File: config.mk
export PLATFORM = sky130hd
export DESIGN_NAME = hc161_timer_ctrl
export DESIGN_NICKNAME = d
export VERILOG_FILES = /design/src/rtl/hc161_timer_ctrl.sv
export SDC_FILE = /design/constraint.sdc
export NUM_CORES = 1
export LEC_CHECK = 0
export CAP_MARGIN = 20
export CELL_PAD_IN_SITES_DETAIL_PLACEMENT = 0
export CELL_PAD_IN_SITES_GLOBAL_PLACEMENT = 2
export CORE_MARGIN = 2
export CORE_UTILIZATION = 28
export CTS_CLUSTER_DIAMETER = 40
export DETAILED_ROUTE_END_ITERATION = 16
export GPL_ROUTABILITY_DRIVEN = 0
export PLACE_DENSITY_LB_ADDON = 0.1
export SYNTH_ARGS = -nofsm -noshare
export SYNTH_HDL_FRONTEND = slang
export SYNTH_SLANG_ARGS = --single-unit
File: constraint.sdc
create_clock -name Clk -period 2 [get_ports Clk]
set_input_delay 0.4 -clock Clk [delete_from_list [all_inputs] [get_ports Clk]]
set_output_delay 0.4 -clock Clk [all_outputs]
set_load 0.1 [all_outputs]
File: src/rtl/hc161_timer_ctrl.sv
// hc161_timer_ctrl: interval-timer sequencer for one HC161 counter.
// Preloads the counter, gates counting, and checks the loaded value.
module hc161_timer_ctrl #(
    parameter bit CHECK_EN = 1'b1
) (
    input  logic       Clk,
    input  logic       MR,
    input  logic       start,
    input  logic       stop,
    input  logic [3:0] period,
    input  logic [3:0] reps,
    input  logic [3:0] cnt_q,
    input  logic       cnt_tc,
    output logic       cnt_pe,
    output logic       cnt_cep,
    output logic       cnt_cet,
    output logic [3:0] cnt_d,
    output logic       busy,
    output logic       done,
    output logic [3:0] ticks_left,
    output logic       err
);

    localparam logic [1:0] S_IDLE  = 2'd0;
    localparam logic [1:0] S_LOAD  = 2'd1;
    localparam logic [1:0] S_COUNT = 2'd2;

    logic [1:0] state;
    logic [3:0] period_q;
    logic [3:0] reps_q;
    logic       chk_pend;

    logic [3:0] load_val;
    logic       in_count;
    logic       mismatch;
    logic       last_tick;
    logic       tc_hit;
    logic       reload;

    // Derived control terms shared by outputs and next-state logic
    always_comb begin
        load_val  = 4'd0 - period_q;
        in_count  = (state == S_COUNT);
        mismatch  = CHECK_EN && in_count && chk_pend
                    && (cnt_q != load_val);
        last_tick = (reps_q != 4'd0) && (ticks_left == 4'd1);
        tc_hit    = in_count && cnt_tc && !mismatch;
        reload    = tc_hit && !stop && !last_tick;
    end

    // Counter control; CEP drops on the final TC so Q parks at 15
    always_comb begin
        busy    = (state != S_IDLE);
        cnt_d   = (state == S_IDLE) ? 4'd0 : load_val;
        cnt_cet = in_count;
        cnt_cep = in_count && !(tc_hit && !reload);
        cnt_pe  = !((state == S_LOAD) || reload);
    end

    // Sequencer state, captured settings, done pulse and error flag
    always_ff @(posedge Clk or negedge MR) begin
        if (!MR) begin
            state      <= S_IDLE;
            period_q   <= 4'd0;
            reps_q     <= 4'd0;
            ticks_left <= 4'd0;
            chk_pend   <= 1'b0;
            done       <= 1'b0;
            err        <= 1'b0;
        end else begin
            done <= tc_hit;
            case (state)
                S_IDLE: begin
                    if (start) begin
                        period_q   <= period;
                        reps_q     <= reps;
                        ticks_left <= reps;
                        err        <= 1'b0;
                        state      <= S_LOAD;
                    end
                end
                S_LOAD: begin
                    chk_pend <= 1'b1;
                    state    <= stop ? S_IDLE : S_COUNT;
                end
                S_COUNT: begin
                    chk_pend <= reload;
                    if (mismatch) begin
                        err   <= 1'b1;
                        state <= S_IDLE;
                    end else begin
                        if (tc_hit && (reps_q != 4'd0))
                            ticks_left <= ticks_left - 4'd1;
                        if (stop || (tc_hit && last_tick))
                            state <= S_IDLE;
                    end
                end
                default: state <= S_IDLE;
            endcase
        end
    end

endmodule

---- Yosys cells after proc, flatten, opt, wreduce, memory -nomap -nowiden ----
Cells that the tools add are included.
word-level totals
  flip-flop bits (word level) ............. 17
  bits of input ports ..................... 17
  output and inout port bits .............. 14
  word-level logic and storage cells ...... 60
operators by class
  add/sub/neg operators ................... 2
  equal/unequal tests ..................... 9
  mux-type cells .......................... 14
  reductions and logical operators ........ 28
operators by type and width
  cell                                                                     count
  4-bit two-way mux                                                        4
  1-bit logical AND                                                        11
  2-bit two-way mux                                                        4
  4-bit one-hot mux with 2 select lines                                    1
  1-bit zero test                                                          6
  2-bit one-hot mux with 3 select lines                                    1
  2-bit nonzero test                                                       3
  4-bit by 1-bit equality test with 1-bit output, second input constant    1
  2-bit by 1-bit inequality test with 1-bit output, second input constant  2
  2-bit inequality test, second input constant                             2
  4-bit inequality test                                                    1
  1-bit one-hot mux with 2 select lines                                    2
  2-bit AND reduction                                                      2
  4-bit AND reduction                                                      1
  4-bit nonzero test                                                       1
  1-bit by 4-bit subtractor with 4-bit output, first input constant        1
  4-bit by 1-bit subtractor with 4-bit output, second input constant       1
  3-bit by 1-bit inequality test with 1-bit output, second input constant  1
  3-bit AND reduction                                                      1
  2-bit by 1-bit equality test with 1-bit output, second input constant    1
  2-bit equality test, second input constant                               1
  2-bit zero test                                                          1
  1-bit logical OR                                                         2
  1-bit two-way mux                                                        2

---- Longest topological paths before layout ----
Gate-level depths: netlist of the first run.
  depth in word-level cells ............... 11
  mapped depth ............................ 8
  gate-level depth less buffers ........... 7

---- Least setup slack after synthesis of the first run ----
OpenSTA, ideal clock, no wires.
  kind .................................... register to output
  from .................................... reg ticks_left[1]
  to ...................................... out cnt_cep
  data arrival time ....................... 3215 ps
  required time ........................... 1600 ps
  path slack .............................. -1615 ps
  cell stages (with the launch flop) ...... 8
  buffers on the path ..................... 0
  cells stage by stage .................... dfrtp_1 inv_1 ha_1 nand2b_1 nor3_1 nor2_1 inv_1 a31oi_1
between the ends
  word-level cells in the longest chain between the ends .. 8
ends and longest elaborated chain
  item                                            RTL line  source
  from (decl)                                     20        output logic [3:0] ticks_left,
  from (signal assigned)                          77        ticks_left <= reps;
  from (signal assigned)                          93        ticks_left <= ticks_left - 4'd1;
  4-bit by 1-bit equality test with 1-bit output  46        last_tick = (reps_q != 4'd0) && (ticks_left == 4'd1);
  1-bit logical AND                               46
  1-bit zero test                                 48        reload = tc_hit && !stop && !last_tick;
  1-bit logical AND                               48
  1-bit zero test                                 56        cnt_cep = in_count && !(tc_hit && !reload);
  1-bit logical AND                               56
  1-bit zero test                                 56
  1-bit logical AND                               56
  to (decl)                                       15        output logic cnt_cep,
No other way between the ends.

---- Final worst setup path of the first run ----
  from .................................... reg period_q[0]
  to ...................................... out cnt_pe
between the ends
  word-level cells in the longest chain between the ends .. 9
ends and longest elaborated chain
  item                                         RTL line  source
  from (decl)                                  29        logic [3:0] period_q;
  from (signal assigned)                       75        period_q <= period;
  1-bit by 4-bit subtractor with 4-bit output  42        load_val = 4'd0 - period_q;
  4-bit inequality test                        45        && (cnt_q != load_val);
  1-bit logical AND                            45
  1-bit zero test                              47        tc_hit = in_count && cnt_tc && !mismatch;
  1-bit logical AND                            47
  via tc_hit                                   37        logic tc_hit;
  1-bit logical AND (2 in a row)               48
  1-bit logical OR                             57        cnt_pe = !((state == S_LOAD) || reload);
  1-bit zero test                              57
  to (decl)                                    14        output logic cnt_pe,
The timed path passes the listed nets, and every way through them passes these cells.

==> results of run 1 <==
[path summary, 6_finish.rpt]
kind	cells after the start	slack [ns]	start	to
min in group Clk	2	0.54	err	err
max in group asynchronous	2	1.30	MR	ticks_left[0]
worst max register to register	7	0.10	period_q[0]	state[1]
worst min-delay path	2	0.48	MR	period_q[2]
worst min register to register	2	0.54	err	err
worst max-delay path	8	-0.27	period_q[0]	cnt_pe
[layout make-up]
cell class	count	area [um2]	share of cell area (%)
clock inverter	1	7.51	0.403
multi-input combinational	85	721	38.7
tap	48	60.1	3.23
sequential	17	435	23.4
clock buffer	3	41.3	2.22
timing repair buffer	51	552	29.6
inverter	12	45.0	2.42
[metrics by stage]
step                      area (um2)  TNS, ns
final                           1860   -0.515
after global routing            1860   -0.768
after CTS                       1840   -0.544
after detailed placement        1750   -0.850
after global placement          1750   -0.744
after floorplan                 1200   -0.591
[worst max-delay path: stages, from the launching register on]
cell and delay, ns:
sky130_fd_sc_hd__dfrtp_1 0.41, sky130_fd_sc_hd__buf_4 0.17, sky130_fd_sc_hd__buf_4 0.13, sky130_fd_sc_hd__xor2_1 0.14
sky130_fd_sc_hd__nor2_1 0.16, sky130_fd_sc_hd__nand3_1 0.13, sky130_fd_sc_hd__a21oi_2 0.22, sky130_fd_sc_hd__a21oi_4 0.08
sky130_fd_sc_hd__buf_12 0.17
[flip-flops by register name, summed over array words and instances (netlist names)]
register	count
reps_q	4
ticks_left	4
period_q	4
err	1
state	2
chk_pend	1
done	1
[kinds of logic (layout without fill, tap and decap cells)]
kind of cell               after synthesis  in the layout  synth area share [%]
AOI/OAI and AO/OA                       25             25                  16.4
muxes                                   10             10                  9.93
and+or+nand+nor                         37             37                  17.3
DFF                                     17             17                  38.4
xor gates and xnor gates                 7              7                  5.53
buffers and inverters                   15             67                  5.76
adders and majority gates                6              6                  6.77
[layer usage]
layer	GRT usage [%]	part of all wire [%]	vias up
met5	0	0	-
met4	2.30	0.65	0
li1	-	-	518
met1	21.9	49	485
met3	3.72	4.3	4
met2	24.5	46	26
[cells in the final DEF, fill, tap and decap left out, drive strengths merged]
cell type,Yosys,final
buf,1,35
dfrtp,17,17
clkdlybuf4s50,0,16
inv,12,12
nor2,11,11
mux2,8,8
a21oi,7,7
nand2,6,6
o21ai,6,6
ha,6,6
nand2b,5,5
xor2,5,5
nor3,5,5
nand3,3,3
nand4,3,3
clkbuf,2,3
xnor2,2,2
a31o,2,2
o311a,2,2
a31oi,2,2
mux2i,2,2
nor2b,1,1
nor4,1,1
or4,1,1
o22ai,1,1
a32oi,1,1
a211o,1,1
and2,1,1
a221oi,1,1
a22oi,1,1
a311oi,1,1
clkinvlp,0,1
[repair_timing]
| item | 4_1_cts | 5_1_grt |
|---|---|---|
| hold endpoints to repair | 0 | 0 |
| pin swaps | 8 | 2 |
| endpoints found under the setup margin | 5 | 7 |
| setup buffers | 4 | 4 |
| gates resized for setup | 3 | 3 |
==> results by stage, run 1 <==
Synthesis:
- By count the netlist is led by sky130_fd_sc_hd__dfrtp_1, sky130_fd_sc_hd__inv_1, sky130_fd_sc_hd__nor2_1.
- The fraction of synthesized cell area taken by the top area cell type is a little under two fifths.
- The number of warnings issued by yosys is 0.
- The count of cell types in the netlist is 32.
- The library cell with the largest summed area after synthesis is sky130_fd_sc_hd__dfrtp_1.
- Among all flip-flop cells after synthesis, the most frequent one is sky130_fd_sc_hd__dfrtp_1.
- Synthesis handed over a netlist of approximately 120 instances.
- Synthesis inferred 17 register bits.
- Yosys attributes the largest share of cell area to sky130_fd_sc_hd__dfrtp_1, sky130_fd_sc_hd__mux2_2, sky130_fd_sc_hd__ha_1, sky130_fd_sc_hd__inv_1, sky130_fd_sc_hd__xor2_1.
- Sequential elements use a little under two fifths of the synthesized area.
- Averaged over all synthesized cells, the footprint is 9.47 um2.
- The number of flops mapped to enable cells by yosys is 0.
- Synthesis produced a netlist with a net count of 140.
- The most common cell in the synthesized netlist is sky130_fd_sc_hd__dfrtp_1.
- In the synthesized netlist the async set-or-reset flop fraction comes to between 90% and 100%.
- Summing every instance area after synthesis gives 1110 um2.

Die:
- The area of the die is 4480 um2.
- For this design the top-level I/O count stands at 31.
- The core region is 3740 um2.
- From left edge to right edge, the die measures roughly 67 um.
- The site row count is 22.
- The die is 66.9 um tall.
- The initial core utilization is between 20 and 30%.

Routing:
- The post-route antenna net violation count is 0.
- The count of unresolved DRC violations after routing is 0.
- Dividing the detail-routed wire length by the instance count gives 14.2 um.
- The number of violations reported at the end of detailed-routing iteration 0 is 41.
- The overall routed net length is slightly above 3 mm.
- The count of TritonRoute iterations in the first routing pass is 4.
- The routed via count divided by cell count is approximately 4.8.
- For this block, the via count after detailed routing is approximately 1,000.

Clock tree:
- The worst-case clock buffer depth is 2.
- The buffer cell driving the clock tree root is sky130_fd_sc_hd__clkbuf_8.
- In this run the number of H-tree levels came out at 1.
- TritonCTS built the clock tree.
- The clock drives 17 sinks.
- The clock latency of the later-clocked register in the worst-skew pair is 0.25 ns.
- The clock buffer count from CTS is 3.
- After clock tree synthesis, the clock-pin slew on the worst setup and hold paths is 0.07 ns.
- The number of hold buffers added after cts is 0.

STA:
- Clock skew on the completed layout was measured at ~0.0037 ns.
- The count of final hold-check violations is 0.
- Setup violations remaining at the end of the flow were counted as 2.
- The minimum clock period after layout is roughly 2.3 ns.
- The number of pins with negative max-slew slack in the final report is 0.
- The tightest hold margin is about 0.48 ns.
- The slew at the pin with the worst max-slew slack is roughly 0.36 ns.
- Dividing the final minimum period by the clock period gives 113%.
- Setup repair after global routing could not meet its margin everywhere.
- The highest attainable clock frequency is around 440 MHz.
- Headroom to the max-slew limit came out at 76.3%.
- In the post-route analysis, the smallest setup slack over all paths is -0.268 ns.

Global route:
- The overall global routing resource usage is roughly 16%.
- The initial antenna violation count was 0.
- The first global-routing pass estimated 5.17 mm of wire.
- The number of global-route vias before repair is around 1,000.
- Entering global routing, the biggest net connects 18 pins.
- Summed over all layers, the global routing overflow is 0.

Cells and area:
- The count of antenna diodes in the layout is 0.
- The final core utilization is 49.7%.
- The finished layout holds between 200 and 250 standard cells, fillers aside.
- The fraction of final layout cells sized beyond drive strength 1 is between 40% and 50%.
- The area added between synthesis and finish is 67.9%.
- At the end of the flow, the number of nets in the layout was 193.
- After filler insertion, the fill cell instance count of the layout stands at slightly below 400.

Setup path:
- STA classifies the critical path startpoint as a flop.
- The endpoint class of the critical path is an output pin.
- The type of the worst setup path is flop to output pin.
- Of all nets on the critical path, the largest fanout is 3.
- At the worst endpoint, the required time is between 1.5 and 2 ns.
- The arrival time of the worst setup path is ~1.9 ns.

Placement:
- The number of port buffers is 30.
- The number of placed instances, taps included is between 200 and 250.
- The worst slack at placement is -0.243 ns.
- The post-detailed-placement half-perimeter wirelength is 2.38 mm.

Outcome:
- The final reports fail on setup timing.
- The run finished, with violations left.

Worst hold path:
- The worst hold path class is primary input to asynchronous set/reset pin.

Run:
- The tool flagged a number of max-cap violations equal to 0.
Power of run 1 is left out: the tool's default activity adds up to more than one toggle a clock period on the data nets, which glitch-free logic cannot reach.
==> run 2: changes to the inputs <==
Settings changed: CORE_MARGIN 2 to 5, CTS_BUF_LIST set to sky130_fd_sc_hd__clkbuf_16.
==> run 2 against run 1 <==
Compared with the run above: the flow still finishes with violations (setup timing); first-iteration DRC count up 41%; hold slack better by 0.0086 ns; flip-flop and latch count did not move; routed wire length grew 0.32%; die area rose by 19%; register-to-register slack about the same; count of clock-buffer cells in the layout is the same; design area increased by 1.9%; non-clock buffer count stayed put; via count grew 0.97%; sequential share of layout area shrank 0.43 points; clock skew decreased by 0.00093 ns.
==> results by stage, run 2 (synthesis gave the netlist of run 1 again) <==
Global route:
- Entering global routing, the biggest net connects 18 pins.
- The overall global routing resource usage is about an eighth.
- The number of global-route vias before repair was around 1,100.
- The wire length of the first global-routing pass is approximately 5.3 mm.
- The initial antenna violation count came to 0.
- Global routing finished with a remaining overflow of 0.

Clock tree:
- In this run the number of H-tree levels came out at 1.
- The sink count of the clock tree is 17.
- The later pin in the worst-skew pair is clocked with a latency of ~0.25 ns.
- Clock tree synthesis inserted a total of 3 buffers.
- The worst-case clock buffer depth is 2.
- The clock slew at the register clock pins of the worst setup and hold paths is 0.05 ns.
- The buffer cell driving the clock tree root is sky130_fd_sc_hd__clkbuf_16.
- TritonCTS built the clock tree.

Cells and area:
- The fraction of final layout cells sized beyond drive strength 1 is around 43%.
- The library cells used most frequently in the layout, excluding fill and tap cells, are sky130_fd_sc_hd__buf_4, sky130_fd_sc_hd__clkdlybuf4s50_1, sky130_fd_sc_hd__dfrtp_1.
- The count of antenna diodes in the layout is 0.
- The largest registers in the layout are period_q: 4 flops, reps_q: 4 flops, ticks_left: 4 flops.
- After the last flow step, the layout net total stands at between 150 and 200.
- Counting the fill cells in the layout gives between 300 and 400.
- Registers take 435 um2.
- In the final layout, the multi-input gates occupy 726 um2.
- The most frequent standard cell in the layout excluding fill and tap cells is sky130_fd_sc_hd__buf_4.
- The area growth from synthesis to layout is 71.1%.

STA:
- At the pin with the least slew margin, the transition time is 0.345 ns.
- The count of final hold-check violations is 0.
- In the finished design, the share of the clock period the worst path needs comes to 114%.
- Setup repair after global routing could not meet its margin everywhere.
- Setup violations remaining at the end of the flow were counted as 2.
- The number of pins with negative max-slew slack in the final report came to 0.
- In the post-route analysis, the smallest setup slack over all paths is -0.289 ns.
- The minimum clock period after layout is about 2.3 ns.
- The worst max-slew margin expressed relative to the limit is between 70% and 80%.
- On the final layout, the worst hold slack is slightly below 0.5 ns.
- For the final database, setup skew stands at roughly 0.0027 ns.
- Derived from the worst setup path, the maximum achievable clock frequency is about 440 MHz.

Setup path:
- Data arrives at the worst endpoint at between 1.5 and 2 ns.
- Data on the critical path is required at its endpoint by ~1.6 ns.
- STA classifies the critical path startpoint as a flop.
- The maximum fanout encountered on the critical timing path is 3.
- The worst setup path is of the flop to output pin kind.
- The setup slack of the most critical reg-to-reg path is 0.10 ns.
- The endpoint class of the critical path is an output pin.

Outcome:
- The run finished, with violations left.
- The final reports fail on setup timing.

Die:
- The chip width is about 73 um.
- The area of the die is approximately 5300 um2.
- The floorplan step defined a core boundary enclosing about 3700 um2.
- The y dimension of the die is approximately 73 um.
- Row generation in the floorplan step produced 22 rows.
- In this run the count of I/O pins placed on the die edge is 31.
- Once the floorplan was initialized, standard cells occupied between 20 and 30% of the core.

Routing:
- The post-route antenna net violation count is 0.
- Dividing the detail-routed via count by the number of cells gives 4.81.
- The overall routed net length is 3.09 mm.
- In the final routed layout, each cell accounts on average for ~14 um.
- In this run, the number of DRC markers left after iteration 0 of detailed routing was a little under 60.
- The first TritonRoute pass finished after 4 iterations.
- The count of unresolved DRC violations after routing is 0.
- The via count is 1,043.

Run:
- The tool flagged a number of max-cap violations equal to 0.

Placement:
- Detailed placement finished with a half-perimeter wire length of roughly 2.4 mm.
- The number of port buffers is 30.

Worst hold path:
- In this run the worst hold path is classified as primary input to asynchronous set/reset pin.
[run 2: changes by cell type in the layout (fill, tap and decap cells not counted), sizes merged]
cell      change
inv           +1
clkinvlp      -1
[run 2: what timing repair did]
| action | CTS | global route |
|---|---|---|
| pin swaps | 8 | 7 |
| hold buffers | 0 | 0 |
| setup endpoints to repair | 2 | 8 |
| setup buffers | 3 | 3 |
| gates resized for setup | 3 | 5 |
[run 2: path summary, 6_finish.rpt]
check	startpoint	to	depth (start not counted)
hold reg to reg	err	err	2
min in group Clk	err	err	2
setup / recovery	period_q[0]	cnt_cep	7
max in group asynchronous	MR	ticks_left[1]	2
hold / removal	MR	state[0]	2
setup reg to reg	period_q[0]	state[1]	8
[run 2: metal layers]
metal / vias up / global-route usage (%) / wire length (um)
li1: 514 / - / -
met1: 498 / 18.3 / 1490
met2: 27 / 19.2 / 1420
met3: 4 / 2.62 / 152
met4: 0 / 3.07 / 31
met5: - / 0 / 0
[run 2: through the flow]
| stage | setup slack, ns | instances | instance area (um2) | setup TNS, ns | utilization [%] |
|---|---|---|---|---|---|
| after detailed placement | -0.238 | 207 | 1750 | -0.781 | 46.7 |
| final | -0.289 | 217 | 1900 | -0.563 | 50.7 |
| after global routing | -0.358 | 217 | 1900 | -0.706 | 50.7 |
| after global placement | -0.222 | 207 | 1750 | -0.728 | 46.7 |
| after floorplan | -0.325 | 117 | 1200 | -0.591 | - |
| after CTS | -0.286 | 214 | 1870 | -0.487 | 49.9 |
[run 2: cell type report]
| cell class | instances | share of cell area (%) |
|---|---|---|
| Inverter | 12 | 2.37 |
| Multi-Input combinational cell | 85 | 38.3 |
| Clock buffer | 3 | 3.96 |
| Timing Repair Buffer | 51 | 29.1 |
| Tap cell | 48 | 3.17 |
| Sequential cell | 17 | 23.0 |
| Clock inverter | 1 | 0.198 |
[run 2: critical path, stage by stage (launching register included)]
cell                      delay [ns]
sky130_fd_sc_hd__dfrtp_1        0.39
sky130_fd_sc_hd__inv_2          0.07
sky130_fd_sc_hd__ha_4           0.16
sky130_fd_sc_hd__xor2_2         0.17
sky130_fd_sc_hd__xor2_1         0.19
sky130_fd_sc_hd__a31o_1         0.28
sky130_fd_sc_hd__a31oi_4        0.20
sky130_fd_sc_hd__buf_12         0.19
Power of run 2 is left out for the same reason.
==> run 3: changes to the inputs <==
Settings changed: ABC_AREA set to 1, CORE_UTILIZATION 28 to 26.
==> run 3 against run 2 <==
Compared with the run above: the flow still finishes with violations (setup timing); synthesized cell count increased by 29%; design area decreased by 3.6%; hold slack got worse by 0.0094 ns; critical endpoint unchanged; largest cell class unchanged.
==> results by stage, run 3 <==
Cells and area:
- The area added between synthesis and finish is 63.8%.
- The count of antenna diodes in the layout is 0.
- The fraction of final layout cells sized beyond drive strength 1 is around a third.
- The most frequent standard cell in the layout excluding fill and tap cells is sky130_fd_sc_hd__nand2_1.
- Leaving out fill and tap cells, the most frequent cells in the layout are sky130_fd_sc_hd__nand2_1, sky130_fd_sc_hd__inv_1, sky130_fd_sc_hd__buf_4.
- Measured on the finished design, the core utilization comes to between 40% and 50%.
- The largest registers in the layout are period_q: 4 flops, reps_q: 4 flops, ticks_left: 4 flops.
- In the final design database the tool counted around 220 nets.
- The count of non-filler cells in the finished layout is 247.

STA:
- Static timing analysis puts the maximum clock frequency at 424 MHz.
- The routed design could run at a clock period as short as around 2.4 ns.
- In the post-route analysis, the smallest setup slack over all paths is -0.361 ns.
- The post-route clock period utilization is 118%.
- At the pin with the least slew margin, the transition time is ~0.33 ns.
- Setup repair after global routing could not meet its margin everywhere.
- Headroom to the max-slew limit came out at around 78%.
- The number of pins with negative max-slew slack in the final report came to 0.
- The tightest hold margin is 0.478 ns.
- The worst-case clock skew is a little over 0.004 ns.
- Setup violations remaining at the end of the flow were counted as 2.
- Adding up every negative setup slack in the final design gives -0.684 ns.
- The count of final hold-check violations is 0.

Die:
- The area of the core is approximately 4100 um2.
- The initial core utilization is approximately 27%.
- The die covers roughly 5700 um2.
- In this run the count of I/O pins placed on the die edge is 31.
- The site row count is 23.
- From left edge to right edge, the die measures between 70 and 80 um.
- The y dimension of the die is ~76 um.

Clock tree:
- In this run the number of H-tree levels came out at 1.
- TritonCTS built the clock tree.
- The worst-case clock buffer depth is 2.
- The clock buffer count from CTS is 3.
- The clock slew at the register clock pins of the worst setup and hold paths is 0.05 ns.
- The clock drives 17 sinks.
- The clock latency of the later-clocked register in the worst-skew pair is 0.25 ns.
- The number of hold buffers added after cts is 0.
- Clock tree synthesis selected as its root buffer the cell sky130_fd_sc_hd__clkbuf_16.

Synthesis:
- The synthesized netlist occupies a cell area of 1120 um2.
- The mean instance size in the synthesized netlist is 7.39 um2.
- The cell with the most instances after synthesis is sky130_fd_sc_hd__nand2_1.
- The count of cell types in the netlist is 23.
- Yosys mapped a number of flops with a built-in enable equal to 0.
- The post-synth net total is ~170.
- In the post-synthesis netlist, the biggest area contributors are sky130_fd_sc_hd__dfrtp_1, sky130_fd_sc_hd__nand2_1, sky130_fd_sc_hd__inv_1, sky130_fd_sc_hd__ha_1, sky130_fd_sc_hd__o21ai_0.
- The library cell with the largest summed area after synthesis is sky130_fd_sc_hd__dfrtp_1.
- The proportion of synthesized chip area in sequential cells is 38.1%.
- For this run, the leading register cell type out of synthesis is sky130_fd_sc_hd__dfrtp_1.
- Counting flops with an async set or reset pin after synthesis yields a share of 100%.
- In the synthesized netlist, the number of instances is ~150.
- By count the netlist is led by sky130_fd_sc_hd__nand2_1, sky130_fd_sc_hd__inv_1, sky130_fd_sc_hd__dfrtp_1.
- The total of flip-flops plus latches after synthesis is 17.
- The fraction of synthesized cell area taken by the top area cell type is about two fifths.
- Yosys printed 0 warnings.

Placement:
- After detailed placement, the design holds a cell count of 241.
- Input and output buffers added on the ports amount to 30.
- Once detailed placement completed, the half-perimeter wirelength came to 2.34 mm.

Setup path:
- STA puts the critical path data required time at about 1.6 ns.
- The worst setup path is launched from a flop.
- The setup slack of the most critical reg-to-reg path is 0.22 ns.
- Data arrives at the worst endpoint at between 1.5 and 2 ns.
- The type of the worst setup path is flop to output pin.
- The launching instance or port of the critical path is period_q[0].
- The launch instance of the worst register-to-register path is period_q[0].
- The maximum fanout encountered on the critical timing path is 2.
- The endpoint class of the critical path is an output pin.

Outcome:
- The checks that failed: setup timing.
- The run finished, with violations left.

Routing:
- The first detailed-routing pass took 4 iterations.
- Summed over all layers, the routed wires come to about 2.9 mm.
- The routed layout has 1,058 vias.
- The routed via count divided by cell count is approximately 4.3.
- The average wire length per cell after detail routing is approximately 12 um.
- For this run, design rule violations remaining after detail routing come to 0.
- The first routing iteration left 39 violations.
- In this run the remaining antenna-violating nets after routing total 0.

Run:
- The number of maximum-capacitance violations is 0.

Global route:
- The first global-routing pass estimated between 4 and 5 mm of wire.
- Entering global routing, the biggest net connects 18 pins.
- The initial antenna violation count is 0.
- The total grt overflow is 0.
- The number of global-route vias before repair was between 1,000 and 1,500.
- Across every metal layer, demand over resource in global routing totals between 10 and 15%.

Worst hold path:
- In this run the most critical hold path is launched from reps_q[1].
- The worst hold path class is flop to flop.
run 3: cell types whose count changed after synthesis, sizes merged, moves of 4 or more:
cell / previous run / this run
o21ai: 6 / 13
nand2b: 5 / 0
inv: 12 / 24
nand2: 6 / 55
mux2: 8 / 0
nor3: 5 / 1
xor2: 5 / 1
nand3: 3 / 11
run 3: kinds of logic (layout without fill, tap and decap cells):
group | count (synthesis) | in the layout | share of synthesized area [%]
and+or+nand+nor | 81 | 81 | 34.4
buffers and inverters | 26 | 72 | 8.97
AOI/OAI and AO/OA | 19 | 19 | 10.2
DFF | 17 | 17 | 38.1
adders and majority gates | 6 | 6 | 6.73
xor gates and xnor gates | 2 | 2 | 1.57
run 3: cell type report:
cell class,count,area (um2)
fill,418,2260
multi-input combinational,108,652
timing repair buffer,44,508
inverter,24,97.6
tap,50,62.6
sequential,17,428
clock buffer,3,75.1
clock inverter,1,5.00
run 3: through the flow:
step	setup WS, ns	area [um2]
6_report	-0.361	1830
5_1_grt	-0.477	1830
4_1_cts	-0.328	1820
3_5_place_dp	-0.322	1690
3_3_place_gp	-0.309	1690
2_1_floorplan	-0.384	1150
run 3: what timing repair did:
action,in CTS,in global routing
setup endpoints to repair,2,3
buffers inserted,2,0
resized for setup,6,3
pin swaps,4,3
run 3: path summary, 6_finish.rpt:
check                           endpoint  depth (start not counted)
max in group asynchronous  ticks_left[0]                          2
hold reg to reg                reps_q[1]                          2
hold / removal                 reps_q[1]                          2
min in group asynchronous    period_q[0]                          2
setup / recovery                 cnt_cep                         11
setup reg to reg           ticks_left[2]                         13
run 3: worst max-delay path, stage by stage (launching register included):
cell                         delay, ns
sky130_fd_sc_hd__dfrtp_1          0.36
sky130_fd_sc_hd__inv_2            0.06
sky130_fd_sc_hd__ha_4             0.27
sky130_fd_sc_hd__xnor2_2          0.10
sky130_fd_sc_hd__nand2_1          0.08
sky130_fd_sc_hd__nor2_2           0.11
sky130_fd_sc_hd__nand3_2          0.13
sky130_fd_sc_hd__a21oi_2          0.19
sky130_fd_sc_hd__nand2_2          0.07
sky130_fd_sc_hd__nand2_2          0.07
sky130_fd_sc_hd__clkinvlp_4       0.09
sky130_fd_sc_hd__buf_12           0.17
run 3: routing by layer:
metal | share of wire [%] | track usage (%) | vias up
met1 | 45 | 14.0 | 472
li1 | - | - | 564
met3 | 5.2 | 3.03 | 2
met5 | 0 | 0 | -
met4 | 0.45 | 2.14 | 0
met2 | 49 | 18.9 | 20
Power of run 3 is left out for the same reason.
